**src/rtl/gmii_rx_frame.sv**
```systemverilog
`timescale 1ns/1ps
`default_nettype none
// ============================================================================
// Module      : gmii_rx_frame
// Description : GMII receive framer. Strips preamble/SFD, checks CRC-32 and
//               removes the FCS, emitting a marked byte stream with per-frame
//               status. Optional length check via GMII_RX_LEN_CHECK_EN.
// Revision    : 1.0 - initial release
// ============================================================================
module gmii_rx_frame #(
    parameter int MIN_LEN = 64,
    parameter int MAX_LEN = 1518
) (
    input  logic        gmii_rx_clk,
    input  logic        reset_n,
    input  logic [7:0]  gmii_rxd,
    input  logic        gmii_rx_dv,
    input  logic        gmii_rx_er,
    output logic [7:0]  rx_data,
    output logic        rx_valid,
    output logic        rx_sof,
    output logic        rx_eof,
    output logic        rx_good,
    output logic [15:0] rx_frame_len,
    output logic [15:0] rx_drop_cnt
);

    typedef enum logic [2:0] {
        WAIT_GAP = 3'd0,
        IDLE     = 3'd1,
        PREAMBLE = 3'd2,
        DATA     = 3'd3,
        DROP     = 3'd4
    } state_t;

    localparam logic [31:0] CRC_INIT    = 32'hFFFF_FFFF;
    localparam logic [31:0] CRC_RESIDUE = 32'hDEBB_20E3;

    state_t          state;
    state_t          state_next;
    logic            pre_load;
    logic            pre_inc;
    logic            sfd;
    logic            shift;
    logic            close;
    logic            drop_inc;

    logic [2:0]      pre_cnt;
    logic [4:0][7:0] dline;
    logic [2:0]      fill;
    logic [31:0]     crc;
    logic [15:0]     len;
    logic            err;
    logic            sof_pend;

    logic            full;
    logic            crc_ok;
    logic            len_ok;
    logic            frame_ok;
    logic [31:0]     crc_next;

    function automatic logic [31:0] crc_byte(input logic [31:0] c_in, input logic [7:0] d);
        logic [31:0] c;
        c = c_in;
        for (int i = 0; i < 8; i++) begin
            c = (c[0] ^ d[i]) ? ((c >> 1) ^ 32'hEDB8_8320) : (c >> 1);
        end
        return c;
    endfunction

    assign crc_next = crc_byte(crc, gmii_rxd);
    assign full     = (fill == 3'd5);
    assign crc_ok   = (crc == CRC_RESIDUE);

`ifdef GMII_RX_LEN_CHECK_EN
    localparam logic [15:0] MIN_L = 16'(MIN_LEN);
    localparam logic [15:0] MAX_L = 16'(MAX_LEN);
    // A saturated counter means the true length is unknown and too long.
    assign len_ok = (len >= MIN_L) && (len <= MAX_L) && (len != 16'hFFFF);
`else
    assign len_ok = 1'b1;
`endif

    assign frame_ok = crc_ok && !err && len_ok;

    always_ff @(posedge gmii_rx_clk or negedge reset_n) begin
        if (!reset_n) begin
            state <= WAIT_GAP;
        end else begin
            state <= state_next;
        end
    end

    always_comb begin
        state_next = state;
        pre_load   = 1'b0;
        pre_inc    = 1'b0;
        sfd        = 1'b0;
        shift      = 1'b0;
        close      = 1'b0;
        drop_inc   = 1'b0;
        case (state)
            WAIT_GAP: begin
                if (!gmii_rx_dv) state_next = IDLE;
            end
            IDLE: begin
                if (gmii_rx_dv) begin
                    if (gmii_rxd == 8'h55) begin
                        state_next = PREAMBLE;
                        pre_load   = 1'b1;
                    end else begin
                        state_next = DROP;
                    end
                end
            end
            PREAMBLE: begin
                if (!gmii_rx_dv) begin
                    state_next = IDLE;
                    drop_inc   = 1'b1;
                end else if (gmii_rx_er) begin
                    state_next = DROP;
                end else if (gmii_rxd == 8'hD5) begin
                    state_next = DATA;
                    sfd        = 1'b1;
                end else if (gmii_rxd == 8'h55 && pre_cnt != 3'd7) begin
                    pre_inc = 1'b1;
                end else begin
                    state_next = DROP;
                end
            end
            DATA: begin
                if (gmii_rx_dv) begin
                    shift = 1'b1;
                end else begin
                    close      = 1'b1;
                    state_next = IDLE;
                end
            end
            DROP: begin
                if (!gmii_rx_dv) begin
                    state_next = IDLE;
                    drop_inc   = 1'b1;
                end
            end
            default: state_next = WAIT_GAP;
        endcase
    end

    always_ff @(posedge gmii_rx_clk or negedge reset_n) begin
        if (!reset_n) begin
            pre_cnt      <= 3'd0;
            dline        <= '0;
            fill         <= 3'd0;
            crc          <= CRC_INIT;
            len          <= 16'd0;
            err          <= 1'b0;
            sof_pend     <= 1'b0;
            rx_data      <= 8'h00;
            rx_valid     <= 1'b0;
            rx_sof       <= 1'b0;
            rx_eof       <= 1'b0;
            rx_good      <= 1'b0;
            rx_frame_len <= 16'd0;
            rx_drop_cnt  <= 16'd0;
        end else begin
            rx_valid     <= 1'b0;
            rx_sof       <= 1'b0;
            rx_eof       <= 1'b0;
            rx_good      <= 1'b0;
            rx_frame_len <= 16'd0;

            if (pre_load) begin
                pre_cnt <= 3'd1;
            end else if (pre_inc) begin
                pre_cnt <= pre_cnt + 3'd1;
            end

            if (sfd) begin
                dline    <= '0;
                fill     <= 3'd0;
                crc      <= CRC_INIT;
                len      <= 16'd0;
                err      <= 1'b0;
                sof_pend <= 1'b1;
            end

            if (shift) begin
                dline <= {dline[3:0], gmii_rxd};
                fill  <= full ? 3'd5 : fill + 3'd1;
                crc   <= crc_next;
                if (len != 16'hFFFF) len <= len + 16'd1;
                if (gmii_rx_er) err <= 1'b1;
            end

            // Stage 5 leaves only once four newer bytes sit behind it, so
            // whatever remains in stages 1-4 at the close is the FCS.
            if ((shift || close) && full) begin
                rx_data  <= dline[4];
                rx_valid <= 1'b1;
                rx_sof   <= sof_pend;
                sof_pend <= 1'b0;
                if (close) begin
                    rx_eof       <= 1'b1;
                    rx_good      <= frame_ok;
                    rx_frame_len <= len;
                end
            end

            if ((drop_inc || (close && !full)) && rx_drop_cnt != 16'hFFFF) begin
                rx_drop_cnt <= rx_drop_cnt + 16'd1;
            end
        end
    end

endmodule
`default_nettype wire

```
**config.mk**
```make
export PLATFORM = sky130hd
export DESIGN_NAME = gmii_rx_frame
export DESIGN_NICKNAME = d
export VERILOG_FILES = /design/src/rtl/gmii_rx_frame.sv
export SDC_FILE = /design/constraint.sdc
export NUM_CORES = 1
export LEC_CHECK = 0
export BUFFER_PORTS_ARGS = -buffer_cell sky130_fd_sc_hd__buf_2
export CAP_MARGIN = 25
export CORE_MARGIN = 1.5
export CORE_UTILIZATION = 40
export DETAILED_ROUTE_END_ITERATION = 10
export GPL_TIMING_DRIVEN = 0
export PLACE_DENSITY = 0.54
export SLEW_MARGIN = 30
export SYNTH_ARGS = -nofsm -noshare
export SYNTH_HDL_FRONTEND = slang
export SYNTH_SLANG_ARGS = --single-unit
```
**constraint.sdc**
```tcl
create_clock -name gmii_rx_clk -period 2.7 [get_ports gmii_rx_clk]
set_clock_uncertainty 0.05 [all_clocks]
set_input_delay 0.27 -clock gmii_rx_clk [delete_from_list [all_inputs] [get_ports gmii_rx_clk]]
set_output_delay 0.27 -clock gmii_rx_clk [all_outputs]
set_load 0.005 [all_outputs]
```
==> summary.txt <==
Logic synthesis
  • Top FF cell, synth: dfrtp_1
  • Sequential area share after synthesis: 0.542
  • Warning count from the yosys run: 0
  • Register bit count reported by yosys: ~140
  • Mapped Cells: roughly 640
  • Syn_area_per_cell: just over 10 µm²
  • Mapped Area: 0.00667 mm²
  • Top cell type's share of synthesized area: 0.416
  • Area leader, netlist: dfrtp_1
  • Post-synthesis net count: around 660
  • Synth cell types: 50
  • Number of flops mapped to enable cells by yosys: 0
  • Largest cells by area after synthesis: dfrtp_1 42%, dfstp_2 13%, xnor2_1 8.5%
  • Share of flip-flops with an asynchronous set or reset: 1.00

Die
  • Starting density of the core: 0.405
  • Die Wd: 132 µm
  • Full die area: about 0.017 mm²
  • Core area: ~0.016 mm²
  • Chip height: between 100 and 150 µm
  • Num rows: 47
  • Num ports: 56

Pwr
  • Max IR drop VDD: around 0.00043 V
  • Power Dens Cells: approximately 640 mW/mm²
  • Leakage power: between 3 and 4 nW
  • Power Total: just over 5 mW

STA
  • Tcrit/Tclk final: 0.903
  • RSZ-0062 raised after global routing: false
  • Slew Limit Fails: 0
  • Endpoints failing setup: 0
  • Actual slew at the worst max-slew pin: between 0.8 and 0.9 ns
  • Fmax: 410 MHz
  • Final worst slack: 0.262 ns
  • Final Hold Fails: 0
  • Slew margin rel.: 0.400
  • Crit path time final: 2.44 ns

Worst setup path
  • Crit path launch type: register
  • Worst path bufs/invs: 1
  • Slowest CP cell: nor4_1
  • CP Max Fanout: 10
  • Worst-path cell chain: clkbuf_1, nand4b_1, nor4_1, o2111ai_1, xor2_1, nor2_1
  • Crit Path Category: reg2reg
  • Crit path DAT: between 2 and 3 ns
  • FF-to-FF setup slack: between 0.2 and 0.3 ns
  • Worst path top cell family by delay: simple AND/OR/NAND/NOR gates
  • CP max stage delay: between 0.6 and 0.7 ns
  • Critical Path RT: a little under 3 ns
  • CP Capture Type: register

Final layout
  • Antenna Cells: 0
  • Fillers: around 1600
  • Fraction of layout cells with a size suffix above 1: 0.196
  • Non-filler cells, final: 951
  • Nets: 734
  • Core Util, Final: 0.480
  • Synth-to-layout area growth: 18.4%

GRT
  • First-pass GRT wire length: 24.5 mm
  • Vias in the first global route: ~4700
  • Largest net degree at the start of global routing: 86
  • GR Util All Layers: 0.176
  • GR Overflow Total: 0
  • Initial antenna violation count: 0

Route
  • Drt wl/cell: 15.5 µm
  • Via/cell ratio: between 5 and 6
  • Wl on met1: a little over 7 mm
  • Pre-antenna DRT Iters: 4
  • Met3 wire length: between 500 and 600 µm
  • DR vias: a little under 5000
  • Residual DRC: 0
  • Met2 routed WL: 6.94 mm
  • 1st-iter DRT viols: 309
  • Top sig layer: met4
  • Post-DRT Antenna Nets: 0
  • Routed wire length: approximately 15 mm

Run
  • Max Cap Viol: 0

Hold path
  • Hold Path Class: in2reg

Clock network
  • Clock buffer count from CTS: 17
  • Clock sinks: approximately 140
  • Max clock buf depth: 2
  • Clk root buf: clkbuf_16
  • Clk Latency, worst-skew pair: approximately 0.42 ns
  • H-tree depth: 4
  • CTS tree: built
  • Worst-path clk slew: 0.06 ns

Placed design
  • Worst slack, placed: -0.0673 ns
  • Placed cell count: around 920
  • Placer Congestion: 0.858
  • DP HPWL: between 10 and 15 mm
  • IO buf count: 54

Outcome
  • Status: finished, final reports clean
-- layout make-up --
type / count / area, µm² / area share
flip-flops and latches: 143 / 3620 / 0.458
inverters: 3 / 11.3 / 0.00142
clock buffers: 20 / 457 / 0.0578
repair buffers: 56 / 318 / 0.0402
clock inverters: 12 / 160 / 0.0203
multi-input cells: 465 / 2920 / 0.369
plain buffers: 32 / 145 / 0.0184
well taps: 220 / 275 / 0.0348
-- sequential cells by signal, indices dropped and copies added, names as in the netlist --
register / count
rx_eof: 1
pre_cnt: 3
state: 3
rx_valid: 1
rx_sof: 1
crc: 32
rx_drop_cnt: 16
err: 1
len: 16
sof_pend: 1
rx_frame_len: 16
fill: 3
dline: 40
rx_data: 8
rx_good: 1
-- synthesized netlist by cell type (2+ instances only) --
master    count
o21a_1        3
xnor2_1      65
buf_6         3
nand4b_1      5
o21ai_0      50
ha_1          4
xor2_1       23
o31ai_1       4
buf_1         2
nand3_1      15
nand2b_1      4
and3_1       11
and4b_1       2
and2_1       17
and4_1        5
o22a_1        5
xnor2_2       5
inv_1         3
nor2b_1       4
buf_2         2
nor3b_1       4
or3_1         3
nand4_1      14
mux2i_1       5
nor4bb_1      2
o211ai_1      2
mux2_2        9
dfstp_2      32
nor4_1        6
a22o_1        2
clkbuf_1     25
nand2_1      98
nor2_1       44
a21oi_1      35
dfrtp_1     111
nor3_1        5
-- cells by family (layout without fill, tap and decap cells) --
group	Yosys count	in the layout	share of synthesized area
compound gates	105	105	0.0879
simple gates	248	248	0.186
flops	143	143	0.542
xor+xnor	94	94	0.130
fa+ha+maj	4	4	0.00750
mux	14	14	0.0227
buf+inv	35	123	0.0234
-- what timing repair did --
| action | CTS | global route |
|---|---|---|
| endpoints found under the hold margin | 49 | 0 |
| setup endpoints to repair | 1 | 1 |
| buffers inserted | 0 | 0 |
| gates resized for setup | 1 | 1 |
| hold buffers | 1 | 0 |
-- where the power goes --
group          internal, mW  total, mW  switching (mW)
logic                 0.167      0.385           0.218
registers              2.19       2.23          0.0439
clock network          1.51       2.43           0.921
total                  3.86       5.05            1.18
-- placed cells by master, fill, tap and decap left out, types with 9 or more instances in the layout --
master and count:
dfrtp_1 111, nand2_1 98, xnor2_1 65, buf_2 55
o21ai_0 50, nor2_1 44, a21oi_1 35, dfstp_2 32
clkbuf_1 26, xor2_1 23, and2_1 17, clkbuf_16 17
nand3_1 15, nand4_1 14, and3_1 11, mux2_2 9
-- worst register-to-register path, cell delays in order (launching register included) --
cell,delay [ns]
dfrtp_1,0.32
clkbuf_1,0.32
nand4b_1,0.51
nor4_1,0.67
o2111ai_1,0.23
xor2_1,0.16
nor2_1,0.05
-- per-layer routing --
| metal | vias to the layer above | track usage |
|---|---|---|
| met5 | - | 0 |
| met4 | 0 | 0.0690 |
| met3 | 13 | 0.0296 |
| met2 | 95 | 0.270 |
| met1 | 2374 | 0.251 |
| li1 | 2340 | - |
-- final timing paths --
| check | startpoint | depth (start not counted) | to |
|---|---|---|---|
| hold reg to reg | dline[29]$_DFFE_PN0P_ | 2 | dline[37]$_DFFE_PN0P_ |
| hold / removal | gmii_rxd[3] | 3 | dline[3]$_DFFE_PN0P_ |
| setup reg to reg | state[1]$_DFFE_PN0P_ | 6 | len[9]$_DFF_PN0_ |
| setup / recovery | state[1]$_DFFE_PN0P_ | 6 | len[9]$_DFF_PN0_ |
| min in group asynchronous | reset_n | 2 | rx_data[2]$_DFFE_PN0P_ |
| max in group asynchronous | reset_n | 3 | crc[27]$_DFFE_PN1P_ |
-- metrics by stage --
step / hold WS [ns] / cell area [µm²] / TNS (ns)
floorplan: -0.0756 / 6670 / 0
global placement: 0.411 / 7220 / -76.58
detailed placement: 0.184 / 7260 / -0.0673
CTS: 0.0773 / 7890 / 0
global route: 0.114 / 7900 / 0
finish: 0.0778 / 7900 / 0
Power figures use the tool's default switching activity.
